[src/rtl/uart_mmio_bridge_if.sv]
// CPU-side memory-mapped bus for the UART bridge.
// The bridge is the slave; the CPU (or bench) is the master.
interface uart_mmio_bridge_if #(
    parameter int DATA_WIDTH = 32,
    parameter int ADDR_WIDTH = 8
);
    logic [ADDR_WIDTH-1:0] addr;
    logic                  we;
    logic                  re;
    logic [DATA_WIDTH-1:0] wdata;
    logic [DATA_WIDTH-1:0] rdata;

    modport master (
        output addr, we, re, wdata,
        input  rdata
    );

    modport slave (
        input  addr, we, re, wdata,
        output rdata
    );
endinterface

[src/rtl/uart_mmio_bridge.sv]
// MMIO bridge between a CPU bus and a UART controller: TX sequencer, RX capture.
// Define UART_RX_FIFO_EN for an RX_FIFO_DEPTH-entry RX FIFO; else one holding register.
module uart_mmio_bridge #(
    parameter int DATA_WIDTH    = 32,
    parameter int ADDR_WIDTH    = 8,
    parameter int UART_Nbit     = 8,
    parameter int RX_FIFO_DEPTH = 4
) (
    input  logic                  clk,
    input  logic                  reset,
    uart_mmio_bridge_if.slave     bus,
    input  logic [DATA_WIDTH-1:0] uart_rx_data,
    input  logic                  rx_flag,
    input  logic                  tx_flag,
    output logic [DATA_WIDTH-1:0] uart_tx,
    output logic                  enable_StoreTxbuff,
    output logic                  Start_Tx,
    output logic                  clr_rx_flag,
    output logic                  clr_tx_flag
);

    localparam logic [ADDR_WIDTH-1:0] A_TX = ADDR_WIDTH'(0);
    localparam logic [ADDR_WIDTH-1:0] A_RX = ADDR_WIDTH'(4);
    localparam logic [ADDR_WIDTH-1:0] A_ST = ADDR_WIDTH'(8);
    localparam logic [ADDR_WIDTH-1:0] A_CT = ADDR_WIDTH'(12);

    typedef enum logic [2:0] {
        T_IDLE, T_LOAD, T_START, T_WAIT, T_CLEAR
    } tx_state_e;

    typedef enum logic [1:0] {
        R_IDLE, R_CLEAR, R_WAITLOW
    } rx_state_e;

    tx_state_e tx_state_q, tx_state_d;
    rx_state_e rx_state_q, rx_state_d;

    logic                  start_cnt_q, start_cnt_d;
    logic [DATA_WIDTH-1:0] uart_tx_q, uart_tx_d;
    logic                  rx_overflow_q, rx_overflow_d;

    logic                 wr_tx, wr_ct, rd_rx;
    logic                 sel_rx, sel_st;
    logic                 tx_busy;
    logic                 push, pop, accept, ovf_set;
    logic                 rx_not_empty, rx_full;
    logic [UART_Nbit-1:0] rx_byte, rx_head;
    logic                 unused_bits;

    assign unused_bits = ^{uart_rx_data, bus.wdata, RX_FIFO_DEPTH[0]};

    assign sel_rx = (bus.addr == A_RX);
    assign sel_st = (bus.addr == A_ST);
    assign wr_tx  = bus.we && (bus.addr == A_TX);
    assign wr_ct  = bus.we && (bus.addr == A_CT) && bus.wdata[2];
    assign rd_rx  = bus.re && sel_rx;

    assign uart_tx = uart_tx_q;
    assign tx_busy = (tx_state_q != T_IDLE);

    always_comb begin
        tx_state_d         = tx_state_q;
        start_cnt_d        = start_cnt_q;
        uart_tx_d          = uart_tx_q;
        enable_StoreTxbuff = 1'b0;
        Start_Tx           = 1'b0;
        clr_tx_flag        = 1'b1;
        unique case (tx_state_q)
            T_IDLE: begin
                if (wr_tx) begin
                    uart_tx_d  = DATA_WIDTH'(bus.wdata[UART_Nbit-1:0]);
                    tx_state_d = T_LOAD;
                end
            end
            T_LOAD: begin
                enable_StoreTxbuff = 1'b1;
                start_cnt_d        = 1'b0;
                tx_state_d         = T_START;
            end
            T_START: begin
                // Start_Tx is held for two cycles
                Start_Tx    = 1'b1;
                start_cnt_d = 1'b1;
                if (start_cnt_q) tx_state_d = T_WAIT;
            end
            T_WAIT: begin
                if (tx_flag) tx_state_d = T_CLEAR;
            end
            T_CLEAR: begin
                clr_tx_flag = 1'b0;
                tx_state_d  = T_IDLE;
            end
            default: tx_state_d = T_IDLE;
        endcase
    end

    always_comb begin
        rx_state_d  = rx_state_q;
        clr_rx_flag = 1'b1;
        push        = 1'b0;
        unique case (rx_state_q)
            R_IDLE: begin
                if (rx_flag) begin
                    push       = 1'b1;
                    rx_state_d = R_CLEAR;
                end
            end
            R_CLEAR: begin
                clr_rx_flag = 1'b0;
                rx_state_d  = R_WAITLOW;
            end
            R_WAITLOW: begin
                // Wait for the flag to drop so one character gives one push
                if (!rx_flag) rx_state_d = R_IDLE;
            end
            default: rx_state_d = R_IDLE;
        endcase
    end

    assign rx_byte = uart_rx_data[UART_Nbit-1:0];
    assign pop     = rd_rx && rx_not_empty;
    assign accept  = push && (!rx_full || pop);
    assign ovf_set = push && rx_full && !pop;

    assign rx_overflow_d = ovf_set || (rx_overflow_q && !wr_ct);

`ifdef UART_RX_FIFO_EN
    localparam int PW = $clog2(RX_FIFO_DEPTH);

    logic [UART_Nbit-1:0] mem_q [RX_FIFO_DEPTH];
    logic [UART_Nbit-1:0] mem_d [RX_FIFO_DEPTH];
    logic [PW-1:0]        wr_ptr_q, wr_ptr_d;
    logic [PW-1:0]        rd_ptr_q, rd_ptr_d;
    logic [PW:0]          cnt_q, cnt_d;

    always_comb begin
        mem_d    = mem_q;
        wr_ptr_d = wr_ptr_q;
        rd_ptr_d = rd_ptr_q;
        cnt_d    = cnt_q;
        if (accept) begin
            mem_d[wr_ptr_q] = rx_byte;
            wr_ptr_d        = wr_ptr_q + PW'(1);
        end
        if (pop) rd_ptr_d = rd_ptr_q + PW'(1);
        if (accept && !pop) cnt_d = cnt_q + (PW+1)'(1);
        else if (pop && !accept) cnt_d = cnt_q - (PW+1)'(1);
    end

    always_ff @(posedge clk or negedge reset) begin
        if (!reset) begin
            for (int i = 0; i < RX_FIFO_DEPTH; i++) mem_q[i] <= '0;
            wr_ptr_q <= '0;
            rd_ptr_q <= '0;
            cnt_q    <= '0;
        end else begin
            mem_q    <= mem_d;
            wr_ptr_q <= wr_ptr_d;
            rd_ptr_q <= rd_ptr_d;
            cnt_q    <= cnt_d;
        end
    end

    assign rx_head      = mem_q[rd_ptr_q];
    assign rx_not_empty = (cnt_q != '0);
    assign rx_full      = (cnt_q == (PW+1)'(RX_FIFO_DEPTH));
`else
    logic [UART_Nbit-1:0] hold_q, hold_d;
    logic                 valid_q, valid_d;

    always_comb begin
        hold_d  = hold_q;
        valid_d = valid_q;
        if (pop) valid_d = 1'b0;
        if (accept) begin
            hold_d  = rx_byte;
            valid_d = 1'b1;
        end
    end

    always_ff @(posedge clk or negedge reset) begin
        if (!reset) begin
            hold_q  <= '0;
            valid_q <= 1'b0;
        end else begin
            hold_q  <= hold_d;
            valid_q <= valid_d;
        end
    end

    assign rx_head      = hold_q;
    assign rx_not_empty = valid_q;
    assign rx_full      = valid_q;
`endif

    always_ff @(posedge clk or negedge reset) begin
        if (!reset) begin
            tx_state_q    <= T_IDLE;
            rx_state_q    <= R_IDLE;
            start_cnt_q   <= 1'b0;
            uart_tx_q     <= '0;
            rx_overflow_q <= 1'b0;
        end else begin
            tx_state_q    <= tx_state_d;
            rx_state_q    <= rx_state_d;
            start_cnt_q   <= start_cnt_d;
            uart_tx_q     <= uart_tx_d;
            rx_overflow_q <= rx_overflow_d;
        end
    end

    always_comb begin
        bus.rdata = '0;
        unique case (1'b1)
            sel_rx: if (rx_not_empty) bus.rdata = DATA_WIDTH'(rx_head);
            sel_st: bus.rdata = DATA_WIDTH'({rx_full, rx_overflow_q,
                                             tx_busy, rx_not_empty});
            default: ;
        endcase
    end

endmodule

[src/flat_wrapper.sv]
// flat-port wrapper written by rule: the top's interface ports become plain ports
module uart_mmio_bridge_flat 
#(
    parameter int DATA_WIDTH    = 32,
    parameter int ADDR_WIDTH    = 8,
    parameter int UART_Nbit     = 8,
    parameter int RX_FIFO_DEPTH = 4
)
  (clk, reset, uart_rx_data, rx_flag, tx_flag, uart_tx, enable_StoreTxbuff, Start_Tx, clr_rx_flag, clr_tx_flag, bus_addr, bus_we, bus_re, bus_wdata, bus_rdata);
  uart_mmio_bridge_if #(.DATA_WIDTH(DATA_WIDTH), .ADDR_WIDTH(ADDR_WIDTH)) bus_i ();
  input  logic clk;
  input  logic reset;
  input  logic [DATA_WIDTH-1:0] uart_rx_data;
  input  logic rx_flag;
  input  logic tx_flag;
  output logic [DATA_WIDTH-1:0] uart_tx;
  output logic enable_StoreTxbuff;
  output logic Start_Tx;
  output logic clr_rx_flag;
  output logic clr_tx_flag;
  input wire logic [$bits(bus_i.addr)-1:0] bus_addr;
  input wire logic [$bits(bus_i.we)-1:0] bus_we;
  input wire logic [$bits(bus_i.re)-1:0] bus_re;
  input wire logic [$bits(bus_i.wdata)-1:0] bus_wdata;
  output wire logic [$bits(bus_i.rdata)-1:0] bus_rdata;
  assign bus_i.addr = bus_addr;
  assign bus_i.we = bus_we;
  assign bus_i.re = bus_re;
  assign bus_i.wdata = bus_wdata;
  assign bus_rdata = bus_i.rdata;
  uart_mmio_bridge #(.DATA_WIDTH(DATA_WIDTH), .ADDR_WIDTH(ADDR_WIDTH), .UART_Nbit(UART_Nbit), .RX_FIFO_DEPTH(RX_FIFO_DEPTH)) u_core (.clk(clk), .reset(reset), .bus(bus_i), .uart_rx_data(uart_rx_data), .rx_flag(rx_flag), .tx_flag(tx_flag), .uart_tx(uart_tx), .enable_StoreTxbuff(enable_StoreTxbuff), .Start_Tx(Start_Tx), .clr_rx_flag(clr_rx_flag), .clr_tx_flag(clr_tx_flag));
endmodule
[config.mk]
export PLATFORM = sky130hd
export DESIGN_NAME = uart_mmio_bridge_flat
export DESIGN_NICKNAME = d
export VERILOG_FILES = /design/src/rtl/uart_mmio_bridge_if.sv /design/src/rtl/uart_mmio_bridge.sv /design/src/flat_wrapper.sv
export SDC_FILE = /design/constraint.sdc
export NUM_CORES = 1
export LEC_CHECK = 0
export BUFFER_PORTS_ARGS = -buffer_cell sky130_fd_sc_hd__buf_2
export CAP_MARGIN = 20
export CORE_MARGIN = 8
export CORE_UTILIZATION = 40
export DETAILED_ROUTE_END_ITERATION = 12
export GPL_TIMING_DRIVEN = 1
export PLACE_DENSITY = 0.89
export REMOVE_ABC_BUFFERS = 1
export SYNTH_ARGS = -nofsm -noshare
export SYNTH_HDL_FRONTEND = slang
export SYNTH_SLANG_ARGS = --single-unit
[constraint.sdc]
create_clock -name clk -period 2.4 [get_ports clk]
set_input_delay 0.12 -clock clk [delete_from_list [all_inputs] [get_ports clk]]
set_output_delay 0.12 -clock clk [all_outputs]
set_load 0.01 [all_outputs]
Word-level counts from Yosys, hierarchy flattened
Index checks and enable logic that the tools add are counted.

Register bits after elaboration: 24. Bits in writable memories: 0. Memory bits (read-only): 0. Output and inout bits: 68. Latch bits: 0. Logic and storage cells: 62. Memories kept: 0.

Shift-type cells: 0. Add/subtract/negate cells: 0. Divide/modulo/power cells: 0. $lt $le $gt $ge: 0. Multipliers: 0. Bitwise operators: 0. Equal/unequal tests: 14. Muxes and demuxes: 18. Reduce and logical (&&, ||, !) cells: 23.

Operators with widths (number): $pmux 32 s2 (1); $eq 8x4->1 const B (2); $pmux 3 s4 (1); $logic_and 1x1->1 (9); $mux 3 (3); $eq 8x3->1 const B (1); $logic_not 8->1 (1); $mux 1 (8); $mux 8 (1); $eq 3x2->1 const B (2); $ne 2x2->1 const B (3); $pmux 2 s3 (1); $mux 2 (2); $ne 2x1->1 const B (2); $reduce_and 2->1 (2); $reduce_bool 2->1 (2); $eq 3x1->1 const B (1); $eq 3x3->1 const B (1); $logic_not 1->1 (3); $logic_not 3->1 (1); $reduce_and 3->1 (1); $reduce_bool 3->1 (1); $eq 2x1->1 const B (1); $eq 2x2->1 const B (1); other kinds (3) (4).

Logic depth before layout (Yosys ltp)
Depth in word-level cells: 6. Depth in mapped cells: 6.

Least setup slack after synthesis
OpenSTA, ideal clock, no wires.

Kind: register -> register. From: reg u_core.rx_state_q[1]. To: reg u_core.hold_q[0]. Data required time: 2265 ps. Setup slack: 917 ps. Clock period less this slack: 1483 ps. Stages on the path, launching flop included: 7. Library setup time: 135 ps. Arrival: 1348 ps. Cell sequence: dfrtp_1 > or3b_1 > buf_2 > inv_2 > and4_1 > buf_2 > o32ai_1.

Cells in the longest elaborated chain, start to end: 3.

Ends and longest elaborated chain: start, declared (RTL line uart_mmio_bridge.sv:36) `rx_state_e rx_state_q, rx_state_d;`; start signal, assigned (RTL line uart_mmio_bridge.sv:205) `rx_state_q <= rx_state_d;`; $logic_not 2->1 (RTL line uart_mmio_bridge.sv:101) `unique case (rx_state_q)`; $mux 1 (RTL line uart_mmio_bridge.sv:101); $logic_and 1x1->1 (RTL line uart_mmio_bridge.sv:122) `assign accept = push && (!rx_full || pop);`; end signal, assigned (RTL line uart_mmio_bridge.sv:186) `hold_q <= hold_d;`; end, declared (RTL line uart_mmio_bridge.sv:168) `logic [UART_Nbit-1:0] hold_q, hold_d;`.

Every way passes these cells. A chain may end at the register's enable or synchronous reset.

Final worst setup path
From: reg u_core.rx_state_q[1]. To: reg u_core.hold_q[6].

Same word-level chain as after synthesis.

==> metrics.cfg <==
[drt]
drcViolationCount=0
vias=1192
drt_pass1_iterations=4
drt_iter0_drc=43
wl_mm=3.65
ant_nets=0
wl_per_cell_um=14.2
vias_per_cell=4.64

[die]
die_h_um=78.5
die_x_um=78.5
fp-row-count=22
initial_core_util=0.421
dieArea_um2=6170
core_um2=3720
io_pins=146

[synthesis]
netlist_instances=159
ys_ff_latch=24
synth.top_cell.area_share=0.384
synth_area_leader_cell=dfrtp_1
yosysMostFrequentCell=buf_4
avgSynthCellArea_um2=9.84
synth-main-ff-cell=dfrtp_1
synth_edf_count=0
syn_area_um2=1560
synth_area_leaders=dfrtp_1, buf_4, mux2_2, o32ai_1, and4_1
seq_area_frac_synth=0.384
synth-async-reset-ratio=1.00
yosys_warnings=0
synth_cell_type_count=35
synthTopCellsByCount=buf_4, dfrtp_1, nand2_1

[clocking]
cts_root_buffer=clkbuf_8
clock_latency_ns=0.27
path_clk_slew_ns=0.09
cts_buffer_depth=2
clkSinkCount=24
cts_tree=done
cts_buffers=3
cts_max_level=1

[critical_path]
slowest_stage=or3b_1
crit_chain=or3b_1 > inv_2 > and4_1 > o32ai_1
slowest_delay_ns=0.56
crit_path_end_kind=flip-flop
critPathLaunchType=flip-flop
crit_arrival_ns=1.94
critPathRequiredTime_ns=2.54
cp_max_fo=9
worstSetupPathType=reg2reg

[placement]
gp_congestion=0.743
io_buffer_count=49
hpwlAfterDp_mm=2.96
post-place-ws_ns=0.670
place_area_um2=1670

[sta]
worst_pin_slew_ns=0.549
rsz0062_at_grt=no
max_slew_margin=0.632
fin_crit_ns=1.81
hold_viol=0
worst_slack_ns=0.594
clock_skew_ns=0.00396
setup_viol_count_final=0
period_share=0.753
maxSlewViolCount=0
tns_ns=0
fmax_mhz=554

[grt]
grt_max_degree=25
grt_antenna_before_repair=0
grt_pass1_wl_mm=5.66
grt_overflow=0
grt_util_all_layers=0.111
grt_pass1_vias=1240

[final_layout]
nFillCells=388
seq_area_um2=601
syn_to_final_growth_pct=12.1
drive_gt1_frac=0.330
nets=288
design_area_um2=1750
multi_input_area_um2=724
n_antenna_cell=0

[power]
finalPower_w=0.00118
cellLeakagePower_nw=0.969
power_density_nw_per_um2=672
ir_worst_vdd_v=0.000399

[worst_hold_path]
hold_class=in2reg

[run]
maxCapViolCount=0

[status]
status=completed

area by class of cell:
| class | instances | share of cell area |
|---|---|---|
| multi-input combinational | 120 | 0.413 |
| sequential | 24 | 0.343 |
| timing repair buffer | 50 | 0.146 |
| tap | 48 | 0.0343 |
| clock buffer | 3 | 0.0236 |
| inverter | 11 | 0.0236 |
| clock inverter | 1 | 0.0171 |
cell usage in the layout, fill, tap and decap left out, types with 2 or more instances in the layout:
cell	n
nor3_1	2
dfrtp_1	24
nand3b_1	2
nand2_1	11
nand3_1	4
o32ai_1	8
nor2_1	4
inv_1	10
nand2b_1	2
mux2_2	8
conb_1	48
clkbuf_8	3
a21oi_1	3
buf_2	49
nor2b_1	3
nor3b_1	3
and4_1	6
stage by stage:
stage	hold WS, ns	util	cells
global route	0.0782	0.472	257
floorplan	-0.176	-	155
finish	0.0743	0.472	257
detailed placement	0.137	0.450	252
global placement	0.130	0.450	252
CTS	0.0727	0.472	257
per-layer routing:
layer  wire length (um)  share of wire  up-vias  GRT usage
li1                   -              -      552          -
met1               1280           0.35      573      0.104
met2               1930           0.53       60      0.211
met3                390           0.11        7     0.0478
met4                 51          0.014        0     0.0333
met5                  0              0        -          0
cell families (layout without fill, tap and decap cells):
group | after synthesis | in the layout | share of synthesized area
AOI/OAI and AO/OA | 17 | 17 | 0.0896
buffers and inverters | 62 | 65 | 0.266
DFF | 24 | 24 | 0.384
muxes | 8 | 8 | 0.0576
other | 1 | 48 | 0.00240
and+or+nand+nor | 47 | 47 | 0.201
timing repair:
action	in CTS	in global routing
hold endpoints to repair	24	0
buffers inserted	0	0
hold buffers	1	0
resized for setup	0	0
sequential cells by signal, summed over array words and instances (netlist names):
| register | flops |
|---|---|
| u_core.tx_state_q | 3 |
| u_core.rx_overflow_q | 1 |
| u_core.hold_q | 8 |
| u_core.uart_tx | 8 |
| u_core.start_cnt_q | 1 |
| u_core.rx_state_q | 2 |
| u_core.rx_full | 1 |
final timing paths:
| kind | depth (start not counted) | slack, ns | from | to |
|---|---|---|---|---|
| min in group asynchronous | 2 | 0.36 | reset | u_core.uart_tx[1]$_DFFE_PN0P_ |
| max in group asynchronous | 2 | 1.69 | reset | u_core.rx_state_q[0]$_DFFE_PN0P_ |
| worst min register to register | 1 | 0.51 | u_core.uart_tx[7]$_DFFE_PN0P_ | u_core.uart_tx[7]$_DFFE_PN0P_ |
| worst max-delay path | 4 | 0.59 | u_core.rx_state_q[1]$_DFFE_PN0P_ | u_core.hold_q[6]$_DFFE_PN0P_ |
| worst max register to register | 4 | 0.59 | u_core.rx_state_q[1]$_DFFE_PN0P_ | u_core.hold_q[6]$_DFFE_PN0P_ |
| worst min-delay path | 2 | 0.07 | bus_wdata[5] | u_core.uart_tx[5]$_DFFE_PN0P_ |
power by group:
group / internal, W / total (W) / leakage [nW] / switching (W)
logic: 0.000118 / 0.000290 / 0.622 / 0.000173
registers: 0.000468 / 0.000531 / 0.312 / 0.0000634
clock network: 0.000223 / 0.000356 / 0.0357 / 0.000133
critical path: cells and delay by family, from the launching register on:
| family | cells | cell delay, ns |
|---|---|---|
| DFF | 1 | 0.41 |
| AOI/OAI and AO/OA | 1 | 0.16 |
| and+or+nand+nor | 2 | 0.97 |
| buffers and inverters | 1 | 0.14 |
Power figures use the tool's default switching activity.
